$ cat src/rtl/rv32_mod_ifetch_align.sv
// Instruction fetch and RVC realigner: two-word buffer in front of a single-outstanding word bus.
// Define RV32_COMPRESSED_EN for 16-bit and word-straddling instructions; otherwise 32-bit aligned only.
module rv32_mod_ifetch_align #(
  parameter logic [31:0] FAULT_INSTR = 32'h0000_0013
) (
  input  logic        clk,
  input  logic        reset_n,
  input  logic [31:0] pc,
  input  logic        flush,
  input  logic        decode_ready,
  output logic [31:0] instr,
  output logic        instr_valid,
  output logic        is_compressed,
  output logic        instr_fault,
  output logic        stall,
  output logic        imem_req,
  output logic [31:0] imem_addr,
  input  logic        imem_ack,
  input  logic [31:0] imem_rdata,
  input  logic        imem_err
);

  localparam logic [0:0] ST_IDLE = 1'b0;
  localparam logic [0:0] ST_REQ  = 1'b1;

  logic [0:0]  state_q, state_d;
  logic [29:0] req_addr_q, req_addr_d;
  logic        pending_err_q, pending_err_d;
  logic        drop_q, drop_d;
  logic [1:0]  ent_valid_q, ent_valid_d;
  logic [29:0] ent_addr_q [2];
  logic [31:0] ent_data_q [2];

  logic [29:0] lo_addr;
  logic [1:0]  lo_hold;
  logic        lo_hit;
  logic [31:0] lo_data;
  logic        fetch_req;
  logic [29:0] fetch_addr;
  logic        fill_sel;
  logic        wr_en;
  logic        unused_pc0;

  assign lo_addr    = pc[31:2];
  assign unused_pc0 = pc[0];

  // NOTE: every signal written in always_comb gets a default first so no latch is inferred.
  always_comb begin
    lo_hold = '0;
    for (int i = 0; i < 2; i++) begin
      lo_hold[i] = ent_valid_q[i] && (ent_addr_q[i] == lo_addr);
    end
    lo_data = lo_hold[1] ? ent_data_q[1] : ent_data_q[0];
  end

  assign lo_hit = |lo_hold;

`ifdef RV32_COMPRESSED_EN
  logic [29:0] hi_addr;
  logic        hi_hit;
  logic [15:0] hi_half;
  logic [15:0] half;
  logic        half_comp;
  logic        need_hi;

  // 30-bit word index wraps naturally, so HI of the last word is word 0.
  assign hi_addr = lo_addr + 30'd1;

  always_comb begin
    hi_hit  = 1'b0;
    hi_half = '0;
    for (int i = 0; i < 2; i++) begin
      if (ent_valid_q[i] && (ent_addr_q[i] == hi_addr)) begin
        hi_hit  = 1'b1;
        hi_half = ent_data_q[i][15:0];
      end
    end
  end

  assign half      = pc[1] ? lo_data[31:16] : lo_data[15:0];
  assign half_comp = (half[1:0] != 2'b11);
  assign need_hi   = pc[1] && !half_comp;

  always_comb begin
    instr         = '0;
    instr_valid   = 1'b0;
    is_compressed = 1'b0;
    instr_fault   = 1'b0;
    fetch_req     = 1'b0;
    fetch_addr    = lo_addr;
    if (pending_err_q) begin
      instr_valid = 1'b1;
      instr_fault = 1'b1;
      instr       = FAULT_INSTR;
    end else if (!lo_hit) begin
      fetch_req = 1'b1;
    end else if (need_hi && !hi_hit) begin
      fetch_req  = 1'b1;
      fetch_addr = hi_addr;
    end else begin
      instr_valid   = 1'b1;
      is_compressed = half_comp;
      if (half_comp) instr = {16'h0000, half};
      else if (need_hi) instr = {hi_half, lo_data[31:16]};
      else instr = lo_data;
    end
  end
`else
  always_comb begin
    instr         = '0;
    instr_valid   = 1'b0;
    is_compressed = 1'b0;
    instr_fault   = 1'b0;
    fetch_req     = 1'b0;
    fetch_addr    = lo_addr;
    // A halfword-aligned pc cannot hold a 32-bit instruction here; fault without fetching.
    if (pending_err_q || pc[1]) begin
      instr_valid = 1'b1;
      instr_fault = 1'b1;
      instr       = FAULT_INSTR;
    end else if (!lo_hit) begin
      fetch_req = 1'b1;
    end else begin
      instr_valid = 1'b1;
      instr       = lo_data;
    end
  end
`endif

  // Refill the entry that does not hold LO so a straddling pair stays resident.
  assign fill_sel = lo_hold[0] && !lo_hold[1];

  always_comb begin
    state_d       = state_q;
    req_addr_d    = req_addr_q;
    pending_err_d = pending_err_q;
    drop_d        = drop_q;
    ent_valid_d   = ent_valid_q;
    wr_en         = 1'b0;

    if (pending_err_q && decode_ready) pending_err_d = 1'b0;

    case (state_q)
      ST_IDLE: begin
        if (fetch_req && !flush) begin
          state_d    = ST_REQ;
          req_addr_d = fetch_addr;
        end
      end
      ST_REQ: begin
        if (imem_ack) begin
          state_d = ST_IDLE;
          drop_d  = 1'b0;
          if (!drop_q && !flush) begin
            wr_en                 = 1'b1;
            ent_valid_d[fill_sel] = !imem_err;
            if (imem_err) pending_err_d = 1'b1;
          end
        end else if (flush) begin
          drop_d = 1'b1;
        end
      end
      default: state_d = ST_IDLE;
    endcase

    if (flush) begin
      ent_valid_d   = '0;
      pending_err_d = 1'b0;
    end
  end

  // NOTE: sequential state uses non-blocking assignments so all registers update together.
  always_ff @(posedge clk or negedge reset_n) begin
    if (!reset_n) begin
      state_q       <= ST_IDLE;
      req_addr_q    <= '0;
      pending_err_q <= 1'b0;
      drop_q        <= 1'b0;
      ent_valid_q   <= '0;
    end else begin
      state_q       <= state_d;
      req_addr_q    <= req_addr_d;
      pending_err_q <= pending_err_d;
      drop_q        <= drop_d;
      ent_valid_q   <= ent_valid_d;
    end
  end

  // NOTE: buffer payload is not reset; the reset valid bits make its contents irrelevant.
  always_ff @(posedge clk) begin
    if (wr_en) begin
      ent_addr_q[fill_sel] <= req_addr_q;
      ent_data_q[fill_sel] <= imem_rdata;
    end
  end

  assign imem_req  = (state_q == ST_REQ);
  assign imem_addr = {req_addr_q, 2'b00};
  assign stall     = !(instr_valid && decode_ready);

endmodule

$ cat config.mk
export PLATFORM = sky130hd
export DESIGN_NAME = rv32_mod_ifetch_align
export DESIGN_NICKNAME = d
export VERILOG_FILES = /design/src/rtl/rv32_mod_ifetch_align.sv
export SDC_FILE = /design/constraint.sdc
export NUM_CORES = 1
export LEC_CHECK = 0
export ABC_AREA = 1
export BUFFER_PORTS_ARGS = -buffer_cell sky130_fd_sc_hd__buf_2
export CAP_MARGIN = 20
export CORE_MARGIN = 2
export CORE_UTILIZATION = 50
export CTS_CLUSTER_SIZE = 25
export DETAILED_ROUTE_END_ITERATION = 10
export PLACE_DENSITY = 0.82
export SKIP_CTS_REPAIR_TIMING = 1
export SLEW_MARGIN = 40
export SYNTH_ARGS = -nofsm -noshare
export SYNTH_HDL_FRONTEND = slang
export SYNTH_SLANG_ARGS = --single-unit
$ cat constraint.sdc
create_clock -name clk -period 7.1 [get_ports clk]
set_input_delay 0.71 -clock clk [delete_from_list [all_inputs] [get_ports clk]]
set_output_delay 0.71 -clock clk [all_outputs]
set_load 0.1 [all_outputs]
==> results.sh, run 1 <==
export IMPL_outcome="complete, no violations"
export IMPL_grt_start_max_net_pins=38
export IMPL_ir_worst_vdd_v=0.0002245
export IMPL_setup_viol_count_final=0
export IMPL_dpl_cell_count=1166
export IMPL_cts_max_level=4
export IMPL_die_x_um=126.5
export IMPL_seq_area_frac_synth_pct=61.26
export IMPL_finalCritPeriodShare_pct=53.35
export IMPL_cp_top_family="buffers and inverters"
export IMPL_total_power_mw=2.509
export IMPL_critPathBufInv=5
export IMPL_max_freq_mhz=264.0
export IMPL_place_ws_ns=3.308
export IMPL_wl_um=18220
export IMPL_drc_errors=0
export IMPL_grt_pass1_wl_um=29210
export IMPL_fin_ws_ns=3.312
export IMPL_grt_pass1_vias=5994
export IMPL_layout_common_cells="nand2_1 (390), buf_2 (133), edfxtp_1 (124)"
export IMPL_utilization_pct=61.81
export IMPL_rsz0062_at_grt="false"
export IMPL_slowest_stage="buf_2"
export IMPL_path_class="in2out"
export IMPL_yosysTopAreaCell="edfxtp_1"
export IMPL_ys_flop_type="edfxtp_1"
export IMPL_drt_iter0_drc=622
export IMPL_synthDominantCellAreaShare_pct=49.59
export IMPL_worstMarginPinSlew_ns=0.7394
export IMPL_grt_usage_pct=23.50
export IMPL_dieArea_um2=16010
export IMPL_p_leak_nw=4.473
export IMPL_cts_inserted_buffers=17
export IMPL_first_pass_iters=9
export IMPL_cts_root_buf="clkbuf_16"
export IMPL_p_per_area_nw_per_um2=278.2
export IMPL_layout_cells_non_filler=1198
export IMPL_cp_end_kind="output port"
export IMPL_diodes=0
export IMPL_synthTopCellsByArea="edfxtp_1 (50%), nand2_1 (19%), dfrtp_1 (12%)"
export IMPL_drive_above_1_share_pct=19.03
export IMPL_holdWs_ns=0.2424
export IMPL_syn_avg_cell_area_um2=8.741
export IMPL_async_reset_ff_share_pct=22.01
export IMPL_hp_class="in2async"
export IMPL_start_kind="primary input"
export IMPL_layout_commonest_cell="nand2_1"
export IMPL_skew_ns=0.01221
export IMPL_ys_types=27
export IMPL_num_io_pins=139
export IMPL_fp_dieH_um=126.5
export IMPL_cp_arrival_ns=3.08
export IMPL_yosys_warnings=0
export IMPL_cts_num_sinks=159
export IMPL_initial_utilization_pct=51.47
export IMPL_antenna_left=0
export IMPL_antenna_found_initial=0
export IMPL_cts_tree="built"
export IMPL_hold_viol=0
export IMPL_maxCapViolCount=0
export IMPL_fin_area_um2=9017
export IMPL_synth_area_um2=7508
export IMPL_portBuffers=134
export IMPL_path_max_fanout=29
export IMPL_place_hpwl_um=12970
export IMPL_viasPerCell=5.189
export IMPL_fin_crit_ns=3.788
export IMPL_worstSkewPairLatency_ns=0.43
export IMPL_clkTransAtPathRegs_ns=0.07
export IMPL_num_vias=6217
export IMPL_cts_buffer_depth=2
export IMPL_synth_edf_count=124
export IMPL_placedInstanceArea_um2=8437
export IMPL_route_detailed_wl_per_inst_um=15.21
export IMPL_netlist_instances=859
export IMPL_nNetsFinal=1071
export IMPL_drv_slew=0
export IMPL_slew_headroom_pct=50.56
export IMPL_cp_required_ns=6.39
export IMPL_rows=44
export IMPL_crit_path_cell_trace="buf_2 > inv_1 > nand2_1 > nand2_1 > nor2_1 > nand2_1 > nor2_1 > nand2_1 > nor2_4 > buf_16 > o21ai_2 > buf_4 > a21oi_1 > buf_2"
export IMPL_synth_seq_cells=159
export IMPL_cpMostUsedCell="nand2_1"
export IMPL_globalplace_congestion=0.9709
export IMPL_slowest_delay_ns=0.45
export IMPL_core_region_area_um2=14590
export IMPL_tns_ns=0
export IMPL_area_delta_synth_final_pct=20.10
export IMPL_grt_remaining_overflow=0
## routing by layer
layer  GRT usage (%)  vias up  share of wire [%]
met1           30.73     2903                 42
met2           38.63      289                 49
met4           7.304        0                1.8
met3           6.284       26                8.0
li1                -     2999                  -
met5               0        -                  0
## worst paths after layout
kind,cells after the start,endpoint,slack (ns),from
worst min-delay path,1,req_addr_q[27]$_DFFE_PN0P_,0.24,reset_n
min in group clk,1,ent_data_q[1][21]$_DFFE_PP_,0.47,imem_rdata[21]
worst max-delay path,14,instr[7],3.31,pc[23]
max in group asynchronous,1,req_addr_q[17]$_DFFE_PN0P_,6.51,reset_n
worst max register to register,11,ent_data_q[0][7]$_DFFE_PP_,4.18,ent_addr_q[1][26]$_DFFE_PP_
worst min register to register,0,ent_addr_q[1][28]$_DFFE_PP_,0.49,req_addr_q[28]$_DFFE_PN0P_
## Yosys cell counts (all sizes together) (2+ instances only)
master,n
a21oi,30
buf,16
clkbuf,8
dfrtp,35
edfxtp,124
inv,120
nand2,390
nand3,8
nand4,36
nor2,74
nor3,2
o211ai,2
o21ai,4
xnor2,4
## worst reg2reg max path: stages (launching register included)
cell	delay [ns]
edfxtp_1	0.38
nand2_1	0.08
nand2_1	0.08
nor3_1	0.34
nand2_1	0.09
nor2_1	0.11
nand2_1	0.08
buf_4	0.25
nand2_1	0.13
nand2_1	0.10
nor2_4	0.41
buf_4	0.49
## logic make-up after synthesis
logic type | share of synthesized area (%)
simple gates | 27.13
flops | 61.26
buf+inv | 7.765
compound gates | 3.216
xor+xnor | 0.5832
other cells | 0.04994
## flip-flops by register name, summed over array words and instances (netlist names)
name and flops:
ent_valid_q 2, drop_q 1, ent_data_q 64, ent_addr_q 60, req_addr_q 30, imem_req 1, pending_err_q 1
## power by group
part           internal (mW)  switching [mW]  total (mW)
Combinational         0.0816           0.420       0.501
Clock                  0.493           0.395       0.888
Sequential              1.07          0.0449        1.12
Total                   1.65           0.859        2.51
## layout make-up
class	instances	area [um^2]
fillers	1198	5572
flip-flops and latches	159	4599
multi-input cells	558	2369
repair buffers	145	795.8
inverters	120	450.4
clock buffers	17	425.4
well taps	184	230.2
clock inverters	15	147.6
No activity file was read; power rests on OpenSTA's default activity.
==> run 2: changes to the inputs <==
ABC_AREA = 0   (was 1)
CORE_UTILIZATION = 55   (was 50)
PLACE_DENSITY = 0.86   (was 0.82)
clock period = 3.6 ns   (was 7.1 ns; I/O delays follow)
==> results.sh, run 2 <==
export IMPL_critPathBufInv=1
export IMPL_slew_headroom_pct=59.65
export IMPL_max_freq_mhz=287.6
export IMPL_grt_remaining_overflow=0
export IMPL_route_detailed_wl_per_inst_um=20.16
export IMPL_hold_viol=0
export IMPL_drv_slew=0
export IMPL_slowest_delay_ns=0.76
export IMPL_utilization_pct=72.71
export IMPL_ys_flop_type="edfxtp_1"
export IMPL_p_per_area_nw_per_um2=596.3
export IMPL_maxCapViolCount=0
export IMPL_yosys_warnings=0
export IMPL_synthTopCellsByArea="edfxtp_1 (55%), dfrtp_1 (13%), mux2_4 (6.5%)"
export IMPL_num_vias=4254
export IMPL_regMostFlops="ent_data_q"
export IMPL_core_region_area_um2=11960
export IMPL_top_regs="ent_data_q: 64 flops, ent_addr_q: 60 flops, req_addr_q: 30 flops"
export IMPL_fin_crit_ns=3.477
export IMPL_area_delta_synth_final_pct=29.39
export IMPL_grt_usage_pct=23.79
export IMPL_synth_seq_cells=159
export IMPL_worstSkewPairLatency_ns=0.41
export IMPL_netlist_instances=449
export IMPL_globalplace_congestion=0.7926
export IMPL_portBuffers=134
export IMPL_antenna_left=0
export IMPL_crit_path_cell_trace="xnor2_1 > nand3_1 > or4_4 > or2_1 > o311ai_1 > buf_12"
export IMPL_setup_viol_count_final=0
export IMPL_seq_area_frac_synth_pct=68.43
export IMPL_layout_commonest_cell="edfxtp_1"
export IMPL_slowest_stage="or4_4"
export IMPL_clkTransAtPathRegs_ns=0.06
export IMPL_grt_pass1_vias=4513
export IMPL_syn_avg_cell_area_um2=14.97
export IMPL_rows=40
export IMPL_ys_types=34
export IMPL_cp_required_ns=3.24
export IMPL_fp_dieH_um=114.5
export IMPL_place_hpwl_um=9730
export IMPL_viasPerCell=5.672
export IMPL_cts_buffer_depth=2
export IMPL_initial_utilization_pct=56.19
export IMPL_rsz0062_at_grt="false"
export IMPL_antenna_found_initial=1
export IMPL_synthDominantCellAreaShare_pct=55.40
export IMPL_fin_area_um2=8697
export IMPL_grt_start_max_net_pins=53
export IMPL_cp_arrival_ns=3.12
export IMPL_grt_pass1_wl_um=23540
export IMPL_worstMarginPinSlew_ns=0.6033
export IMPL_num_io_pins=139
export IMPL_skew_ns=0.008590
export IMPL_cts_inserted_buffers=17
export IMPL_cts_num_sinks=159
export IMPL_yosys_top_cells_count="edfxtp_1 (124), xnor2_1 (44), dfrtp_1 (35), inv_1 (35), nor2_1 (34)"
export IMPL_cts_max_level=4
export IMPL_cts_root_buf="clkbuf_16"
export IMPL_layout_common_cells="edfxtp_1 (124), buf_2 (100), xnor2_1 (44)"
export IMPL_async_reset_ff_share_pct=22.01
export IMPL_cp_top_family="simple AND/OR/NAND/NOR gates"
export IMPL_drt_iter0_drc=250
export IMPL_drive_above_1_share_pct=35.22
export IMPL_p_leak_nw=3.330
export IMPL_n_fill_cell=735
export IMPL_cp_end_kind="output port"
export IMPL_outcome="complete, no violations"
export IMPL_synth_most_common_cell="edfxtp_1"
export IMPL_first_pass_iters=5
export IMPL_finalCritPeriodShare_pct=96.59
export IMPL_drc_errors=0
export IMPL_wl_um=15120
export IMPL_hp_class="in2reg"
export IMPL_cts_tree="built"
export IMPL_path_max_fanout=31
export IMPL_largest_register_ffs=64
export IMPL_synth_area_um2=6721
export IMPL_yosysTopAreaCell="edfxtp_1"
export IMPL_start_kind="register"
export IMPL_path_class="reg2out"
export IMPL_nNetsFinal=659
export IMPL_die_x_um=114.5
export IMPL_synth_edf_count=124
export IMPL_placedInstanceArea_um2=8059
export IMPL_ir_worst_vdd_v=0.0003779
export IMPL_dieArea_um2=13120
run 2: power breakdown:
| part | internal, mW | total, mW | switching (mW) |
|---|---|---|---|
| clock | 1.18 | 1.87 | 0.695 |
| combinational | 0.244 | 1.08 | 0.834 |
| sequential | 2.14 | 2.24 | 0.100 |
| total | 3.56 | 5.19 | 1.63 |
run 2: final timing paths:
check | slack, ns | endpoint | startpoint | cells after the start
max | 0.12 | instr[4] | ent_addr_q[0][6]$_DFFE_PP_ | 6
min | 0.14 | ent_data_q[0][12]$_DFFE_PP_ | imem_rdata[12] | 1
max reg2reg | 0.51 | ent_data_q[1][0]$_DFFE_PP_ | ent_addr_q[0][6]$_DFFE_PP_ | 6
min reg2reg | 0.49 | ent_addr_q[0][22]$_DFFE_PP_ | req_addr_q[22]$_DFFE_PN0P_ | 0
max in group asynchronous | 2.75 | req_addr_q[3]$_DFFE_PN0P_ | reset_n | 2
min in group asynchronous | 0.49 | req_addr_q[2]$_DFFE_PN0P_ | reset_n | 2
run 2: metal layers:
layer	track usage, %	part of all wire [%]	vias up
li1	-	-	1928
met3	5.029	4.4	25
met5	0	0	-
met4	10.16	2.1	0
met2	41.18	54	149
met1	28.91	40	2152
run 2: layout make-up:
| class | instances | area, um^2 | area share (%) |
|---|---|---|---|
| well taps | 147 | 183.9 | 2.115 |
| multi-input cells | 231 | 1873 | 21.54 |
| repair buffers | 145 | 1291 | 14.85 |
| inverters | 35 | 131.4 | 1.511 |
| clock inverters | 11 | 165.2 | 1.899 |
| clock buffers | 21 | 450.4 | 5.179 |
| diodes | 1 | 2.502 | 0.02877 |
| flip-flops and latches | 159 | 4599 | 52.88 |
run 2: kinds of logic (layout without fill, tap and decap cells):
logic type,after synthesis,in the layout,synth area share (%)
flip-flops,159,159,68.43
multiplexers,30,30,6.646
AO/OA/AOI/OAI,69,69,7.427
other,1,4,0.05579
XOR/XNOR,60,60,7.818
AND/OR/NAND/NOR,69,69,5.119
buffers and inverters,61,212,4.505
run 2: through the flow:
step	total power [mW]	hold WS, ns	TNS, ns	instances	setup slack, ns
after floorplan	3.114	0.06441	-26.75	451	-0.5356
after global placement	3.320	0.4713	0	716	0.5487
after detailed placement	3.345	0.4864	0	716	0.4249
after CTS	5.194	0.08553	0	748	0.1406
after global routing	5.324	0.1189	0	750	0.001624
final	5.186	0.1388	0	750	0.1227
